[src/rtl/fetch_queue_pkg.sv]
// Shared CPU definitions used by the fetch queue and its neighbours.
package fetch_queue_pkg;

    localparam int CPU_AW = 32;
    localparam int CPU_DW = 32;

    localparam logic [31:0] NOP_INSTR = 32'h0000_0000;
    localparam int          PC_STEP   = 4;

    typedef struct packed {
        logic [CPU_AW-1:0] pc;
        logic [CPU_DW-1:0] instr;
    } fetch_entry_t;

endpackage

[src/rtl/fetch_queue_if.sv]
// Fetch-side and decode-side handshake bundle of the fetch queue.
// The master is the pipeline around the queue; the slave is the queue itself.
interface fetch_queue_if #(
    parameter int DEPTH = 4,
    parameter int AW    = 32,
    parameter int DW    = 32
);

    logic                       fetch_valid_i;
    logic [AW-1:0]              pc_i;
    logic [DW-1:0]              instr_i;
    logic                       full_o;
    logic                       flush_i;
    logic                       id_ready_i;
    logic                       id_valid_o;
    logic [AW-1:0]              id_pc_o;
    logic [AW-1:0]              id_pc4_o;
    logic [DW-1:0]              id_instr_o;
    logic [$clog2(DEPTH):0]     count_o;
    logic                       ovf_o;

    modport master (
        output fetch_valid_i, pc_i, instr_i, flush_i, id_ready_i,
        input  full_o, id_valid_o, id_pc_o, id_pc4_o, id_instr_o, count_o, ovf_o
    );

    modport slave (
        input  fetch_valid_i, pc_i, instr_i, flush_i, id_ready_i,
        output full_o, id_valid_o, id_pc_o, id_pc4_o, id_instr_o, count_o, ovf_o
    );

endinterface

[src/rtl/fetch_queue_storage_ram.sv]
// Register array holding queued {pc, instr} entries: synchronous write,
// asynchronous read, cleared by reset (flush leaves contents in place).
module fq_storage_ram #(
    parameter int DEPTH = 4,
    parameter int WIDTH = 64
) (
    input  logic                     clk_i,
    input  logic                     rst_n,
    input  logic                     we,
    input  logic [$clog2(DEPTH)-1:0] waddr,
    input  logic [WIDTH-1:0]         wdata,
    input  logic [$clog2(DEPTH)-1:0] raddr,
    output logic [WIDTH-1:0]         rdata
);

    logic [WIDTH-1:0] mem [DEPTH];

    // Write the addressed entry on a push; reset zeroes every entry.
    always_ff @(posedge clk_i or negedge rst_n) begin
        if (!rst_n) begin
            for (int i = 0; i < DEPTH; i++) begin
                mem[i] <= '0;
            end
        end else if (we) begin
            mem[waddr] <= wdata;
        end
    end

    assign rdata = mem[raddr];

endmodule

[src/rtl/fetch_queue.sv]
// Instruction fetch queue between the PC/instruction memory and decode.
// Holds pointer/count control and head output muxing; storage lives in
// fq_storage_ram.
module fetch_queue
    import fetch_queue_pkg::*;
#(
    parameter int DEPTH = 4,
    parameter int AW    = 32,
    parameter int DW    = 32
) (
    input  logic          clk_i,
    input  logic          rst_n,
    fetch_queue_if.slave  bus
);

    localparam int PW = $clog2(DEPTH);
    localparam int CW = PW + 1;

    logic [PW-1:0]    wr_ptr;
    logic [PW-1:0]    rd_ptr;
    logic [CW-1:0]    count;
    logic             ovf;
    logic             full;
    logic             valid;
    logic             push;
    logic             pop;
    logic [AW+DW-1:0] head;
    logic [AW-1:0]    head_pc;

    // Flags come from the registered count only, so no input reaches them.
    assign valid = (count != '0);
    assign full  = (count == CW'(DEPTH));

    // Flush wins over both sides of the handshake.
    assign push = bus.fetch_valid_i & ~full  & ~bus.flush_i;
    assign pop  = valid & bus.id_ready_i & ~bus.flush_i;

    fq_storage_ram #(
        .DEPTH (DEPTH),
        .WIDTH (AW + DW)
    ) u_storage (
        .clk_i (clk_i),
        .rst_n (rst_n),
        .we    (push),
        .waddr (wr_ptr),
        .wdata ({bus.pc_i, bus.instr_i}),
        .raddr (rd_ptr),
        .rdata (head)
    );

    // Pointer and occupancy update; flush rewinds everything to slot 0.
    always_ff @(posedge clk_i or negedge rst_n) begin
        if (!rst_n) begin
            wr_ptr <= '0;
            rd_ptr <= '0;
            count  <= '0;
        end else if (bus.flush_i) begin
            wr_ptr <= '0;
            rd_ptr <= '0;
            count  <= '0;
        end else begin
            if (push) begin
                wr_ptr <= wr_ptr + PW'(1);
            end
            if (pop) begin
                rd_ptr <= rd_ptr + PW'(1);
            end
            if (push && !pop) begin
                count <= count + CW'(1);
            end else if (pop && !push) begin
                count <= count - CW'(1);
            end
        end
    end

    // Sticky overflow: a fetch offered while full is lost, only reset clears it.
    always_ff @(posedge clk_i or negedge rst_n) begin
        if (!rst_n) begin
            ovf <= 1'b0;
        end else if (bus.fetch_valid_i && full && !bus.flush_i) begin
            ovf <= 1'b1;
        end
    end

    assign head_pc        = head[AW+DW-1:DW];
    assign bus.id_valid_o = valid;
    assign bus.full_o     = full;
    assign bus.count_o    = count;
    assign bus.ovf_o      = ovf;
    assign bus.id_pc_o    = head_pc;
    assign bus.id_pc4_o   = head_pc + AW'(PC_STEP);
    assign bus.id_instr_o = valid ? head[DW-1:0] : DW'(NOP_INSTR);

endmodule

[src/flat_wrapper.sv]
// flat-port wrapper written by rule: the top's interface ports become plain ports
module fetch_queue_flat import fetch_queue_pkg::*;
#(
    parameter int DEPTH = 4,
    parameter int AW    = 32,
    parameter int DW    = 32
)
  (clk_i, rst_n, bus_fetch_valid_i, bus_pc_i, bus_instr_i, bus_flush_i, bus_id_ready_i, bus_full_o, bus_id_valid_o, bus_id_pc_o, bus_id_pc4_o, bus_id_instr_o, bus_count_o, bus_ovf_o);
  fetch_queue_if #(.DEPTH(DEPTH), .AW(AW), .DW(DW)) bus_i ();
  input  logic clk_i;
  input  logic rst_n;
  input wire logic [$bits(bus_i.fetch_valid_i)-1:0] bus_fetch_valid_i;
  input wire logic [$bits(bus_i.pc_i)-1:0] bus_pc_i;
  input wire logic [$bits(bus_i.instr_i)-1:0] bus_instr_i;
  input wire logic [$bits(bus_i.flush_i)-1:0] bus_flush_i;
  input wire logic [$bits(bus_i.id_ready_i)-1:0] bus_id_ready_i;
  output wire logic [$bits(bus_i.full_o)-1:0] bus_full_o;
  output wire logic [$bits(bus_i.id_valid_o)-1:0] bus_id_valid_o;
  output wire logic [$bits(bus_i.id_pc_o)-1:0] bus_id_pc_o;
  output wire logic [$bits(bus_i.id_pc4_o)-1:0] bus_id_pc4_o;
  output wire logic [$bits(bus_i.id_instr_o)-1:0] bus_id_instr_o;
  output wire logic [$bits(bus_i.count_o)-1:0] bus_count_o;
  output wire logic [$bits(bus_i.ovf_o)-1:0] bus_ovf_o;
  assign bus_i.fetch_valid_i = bus_fetch_valid_i;
  assign bus_i.pc_i = bus_pc_i;
  assign bus_i.instr_i = bus_instr_i;
  assign bus_i.flush_i = bus_flush_i;
  assign bus_i.id_ready_i = bus_id_ready_i;
  assign bus_full_o = bus_i.full_o;
  assign bus_id_valid_o = bus_i.id_valid_o;
  assign bus_id_pc_o = bus_i.id_pc_o;
  assign bus_id_pc4_o = bus_i.id_pc4_o;
  assign bus_id_instr_o = bus_i.id_instr_o;
  assign bus_count_o = bus_i.count_o;
  assign bus_ovf_o = bus_i.ovf_o;
  fetch_queue #(.DEPTH(DEPTH), .AW(AW), .DW(DW)) u_core (.clk_i(clk_i), .rst_n(rst_n), .bus(bus_i));
endmodule
[config.mk]
export PLATFORM = sky130hd
export DESIGN_NAME = fetch_queue_flat
export DESIGN_NICKNAME = d
export VERILOG_FILES = /design/src/rtl/fetch_queue_pkg.sv /design/src/rtl/fetch_queue_if.sv /design/src/rtl/fetch_queue_storage_ram.sv /design/src/rtl/fetch_queue.sv /design/src/flat_wrapper.sv
export SDC_FILE = /design/constraint.sdc
export NUM_CORES = 1
export LEC_CHECK = 0
export BUFFER_PORTS_ARGS = -buffer_cell sky130_fd_sc_hd__buf_4
export CORE_AREA = 8 8 170 172
export CTS_BUF_LIST = sky130_fd_sc_hd__clkbuf_8
export DETAILED_ROUTE_END_ITERATION = 6
export DIE_AREA = 0 0 178 180
export HOLD_SLACK_MARGIN = 0.06
export MAX_ROUTING_LAYER = met4
export PLACE_DENSITY = 0.77
export SLEW_MARGIN = 20
export SYNTH_ARGS = -nofsm -noshare
export SYNTH_HDL_FRONTEND = slang
export SYNTH_SLANG_ARGS = --single-unit
[constraint.sdc]
create_clock -name clk_i -period 2.7 [get_ports clk_i]
set_clock_uncertainty 0.15 [all_clocks]
set_input_delay 0.405 -clock clk_i [delete_from_list [all_inputs] [get_ports clk_i]]
set_output_delay 0.405 -clock clk_i [all_outputs]
set_load 0.005 [all_outputs]
==> impl_results.md <==
* Synth Area in XOR/XNOR at 0.0233
* Per-instance average area after synthesis at ~15 sq um
* Routed Wire Length at 31500 um
* Count of antenna diodes in the layout at 0
* Wire length of the first global-routing pass at about 50000 um
* Largest net degree at the start of global routing at between 70 and 80
* Count of maximum capacitance violations at 0
* Count of state elements after synthesis at between 200 and 300
* Smallest setup slack after layout at -0.676 ns
* Simple-gate share of the synthesized area at 0.0538
* Setup repair after global routing missed its margin: yes
* Crit share post-route at 1.25
* Post-synthesis compound-gate area fraction at 0.00687
* Placed wire-length estimate at just under 20000 um
* R2r setup slk at about 0.23 ns
* Horizontal die dimension at 178 um
* Most frequent cell after synthesis: sky130_fd_sc_hd__dfrtp_1
* Leak pwr at 7.75 nW
* Antenna violations before repair at 0
* Sequential share of the synthesized area at 0.533
* Number of core rows at 60
* Worst path arrival time at 2.82 ns
* Longest Clk Path Bufs at 3
* DRT antenna net count at 0
* Final routed DRC violation total at 0
* Largest area contributor in the synthesized netlist: sky130_fd_sc_hd__dfrtp_1
* Switching power of the nets at 5.67 mW
* Synthesized net count at a little under 900
* Worst Tran Pin Value at about 0.6 ns
* Main area contributors after synthesis: sky130_fd_sc_hd__dfrtp_1 (53%), sky130_fd_sc_hd__mux2_2 (23%), sky130_fd_sc_hd__mux4_2 (11%), sky130_fd_sc_hd__xnor2_1 (1.8%), sky130_fd_sc_hd__and2_1 (1.7%)
* Proportion of power drawn by flip-flops and latches at 0.357
* Count of pins over their slew limit at 0
* Final Util at 0.637
* Clk sinks at 264
* Dominant combinational cell family by area after synthesis: multiplexers
* Maximum fanout along the worst path at 9
* Commonest cells in the synthesized netlist: sky130_fd_sc_hd__dfrtp_1 (264), sky130_fd_sc_hd__mux2_2 (256), sky130_fd_sc_hd__mux4_2 (61), sky130_fd_sc_hd__and2_1 (34), sky130_fd_sc_hd__xnor2_1 (26)
* Synth Area in Adders at 0.00667
* Mapped Area at 12400 sq um
* CTS tree: yes
* Layout Nets at ~1200
* Start point of the worst hold path: bus_id_ready_i
* Type of the worst setup path: reg -> out
* Height of the chip at 180 um
* Insertion delay to the later sink of the worst-skew pair at 0.54 ns
* Starting utilization of the core area at 0.470
* Share of synthesized registers carrying an async set or reset at 1.00
* Routed via count at around 8100
* Clock H-tree levels at 2
* Number of enable flip-flop cells after synthesis at 0
* Int Power at between 10 and 15 mW
* CTS buffer count at 44
* Global-route total usage across every layer at 0.200
* Proportion of layout cells with a drive suffix above 1 at 0.602
* Worst Setup SP: u_core.rd_ptr[0]
* Relative slew slack at 0.596
* Area grow syn2layout at 35.5%
* Fmax at a little under 0.3 GHz
* Aggregate negative setup slack at -21.65 ns
* Final RePlAce weighted congestion at roughly 0.78
* Power per cell area at around 1100 nW/um^2
* Type of the worst min-delay path: in -> reg
* Most instantiated flip-flop cell in the synthesis netlist: sky130_fd_sc_hd__dfrtp_1
* DR WL/cell at approximately 21 um
* Status: finished with violations
* Proportion of netlist area held by the largest area contributor at 0.533
* IR Drop Worst-Case VDD at about 800 uV
* CTS root buf: sky130_fd_sc_hd__clkbuf_8
* Count of routing violations after the opening detailed-route iteration at slightly above 400
* Logic pwr share at 0.460
* Proportion of total power due to net switching at 0.306
* Core Region at ~26000 sq um
* Number of I/O port buffers at 170
* Data required time at the worst endpoint at roughly 2.1 ns
* Crit path time final at 3.38 ns
* Violated checks: negative setup slack
* Setup violation total in the final timing report at 74
* Critical Path Source Type: register
* Part of the total power dissipated in the clock network at 0.184
* Number of warnings printed during yosys synthesis at 0
* Number of global-route vias before repair at between 9000 and 10000
* Number of distinct library cells after synthesis at 43
* Sum of overflow across all layers after global routing at 0
* Detailed-route vias per instance at 5.42
* Router iterations before antenna repair at 5
* Mux cell area share after synthesis at 0.352
* Area of the die at between 30000 and 40000 sq um
* Post-Synthesis Cells at a little over 800
* Clock-pin slew on the worst setup and hold paths at roughly 0.070 ns
* Launch point of the worst reg-to-reg path: u_core.bus.count_o[0]
* Ports at about 170
* Endpoint kind of the worst setup timing path: output pin
* Final count of hold timing violations at 0
==> sequential cells by signal, summed over array words and instances (netlist names) <==
signal                cells
u_core.bus.count_o        3
u_core.rd_ptr             2
u_core.u_storage.mem    256
u_core.bus.ovf_o          1
u_core.wr_ptr             2
==> critical path, cell delays in order, from the launching register on <==
cell                      delay [ns]
sky130_fd_sc_hd__dfrtp_4        0.50
sky130_fd_sc_hd__buf_12         0.16
sky130_fd_sc_hd__buf_12         0.14
sky130_fd_sc_hd__mux4_2         0.38
sky130_fd_sc_hd__nand3_2        0.11
sky130_fd_sc_hd__nor4_4         0.26
sky130_fd_sc_hd__buf_4          0.20
sky130_fd_sc_hd__nand4_1        0.19
sky130_fd_sc_hd__xnor2_1        0.19
sky130_fd_sc_hd__buf_4          0.13
==> path summary, 6_finish.rpt <==
path	end	cells after the start
worst max-delay path	bus_id_pc4_o[31]	9
worst min-delay path	u_core.rd_ptr[0]	4
worst max register to register	u_core.bus.count_o[1]	7
worst min register to register	u_core.u_storage.mem[122]	1
max in group asynchronous	u_core.u_storage.mem[137]	3
min in group asynchronous	u_core.u_storage.mem[167]	2
==> power by group through the flow <==
stage	logic [mW]	clock network, mW	registers, mW
after floorplan	4.28	0	6.26
after global placement	7.04	0	6.53
after detailed placement	7.24	0	6.65
after CTS	8.30	3.51	6.55
after global routing	9.12	3.69	6.79
final	8.53	3.41	6.61
==> cell usage in the layout (no fill, tap or decap), drive strengths merged, types with 18 or more instances in the layout <==
master / instances
nand2: 18
inv: 28
dfrtp: 264
mux4: 64
and2: 35
buf: 253
xnor2: 26
clkbuf: 55
mux2: 256
dlygate4sd3: 67
==> per-stage QoR <==
| stage | cells | hold slack, ns | instance area, sq um | power [mW] | setup slack, ns |
|---|---|---|---|---|---|
| after global placement | 1330 | 0.274 | 14500 | 13.6 | -0.155 |
| final | 1496 | 0.139 | 16800 | 18.6 | -0.676 |
| after floorplan | 806 | -0.0406 | 12400 | 10.5 | 0.137 |
| after detailed placement | 1330 | 0.272 | 14500 | 13.9 | -0.185 |
| after CTS | 1492 | 0.119 | 16600 | 18.4 | -0.694 |
| after global routing | 1496 | 0.150 | 16800 | 19.6 | -0.790 |
==> cell type report <==
cell class              instances  area (sq um)
clock buffers                  55           757
multi-input cells             483          5690
well taps                     341           427
inverters                      10          37.5
repair buffers                321          3160
clock inverters                22          95.1
flip-flops and latches        264          6610
fillers                      1883          9570
==> metal layers <==
metal	wire length, um	global-route usage	vias up
met1	13200	0.245	4209
met3	1790	0.0398	53
met5	0	-	-
li1	-	-	3613
met4	597	0.0487	0
met2	15900	0.336	236
==> cell families after synthesis <==
kind of cell / Yosys count
AOI/OAI and AO/OA: 13
xor gates and xnor gates: 33
adders and majority gates: 6
buffers and inverters: 59
DFF: 264
muxes: 322
and+or+nand+nor: 109
==> repair_timing <==
item,in CTS,in global routing
hold endpoints to repair,331,0
setup buffers,13,5
cloned,5,0
setup endpoints to repair,86,87
pin swaps,15,11
hold buffers,67,0
resized for setup,98,32
Power figures use the tool's default switching activity.
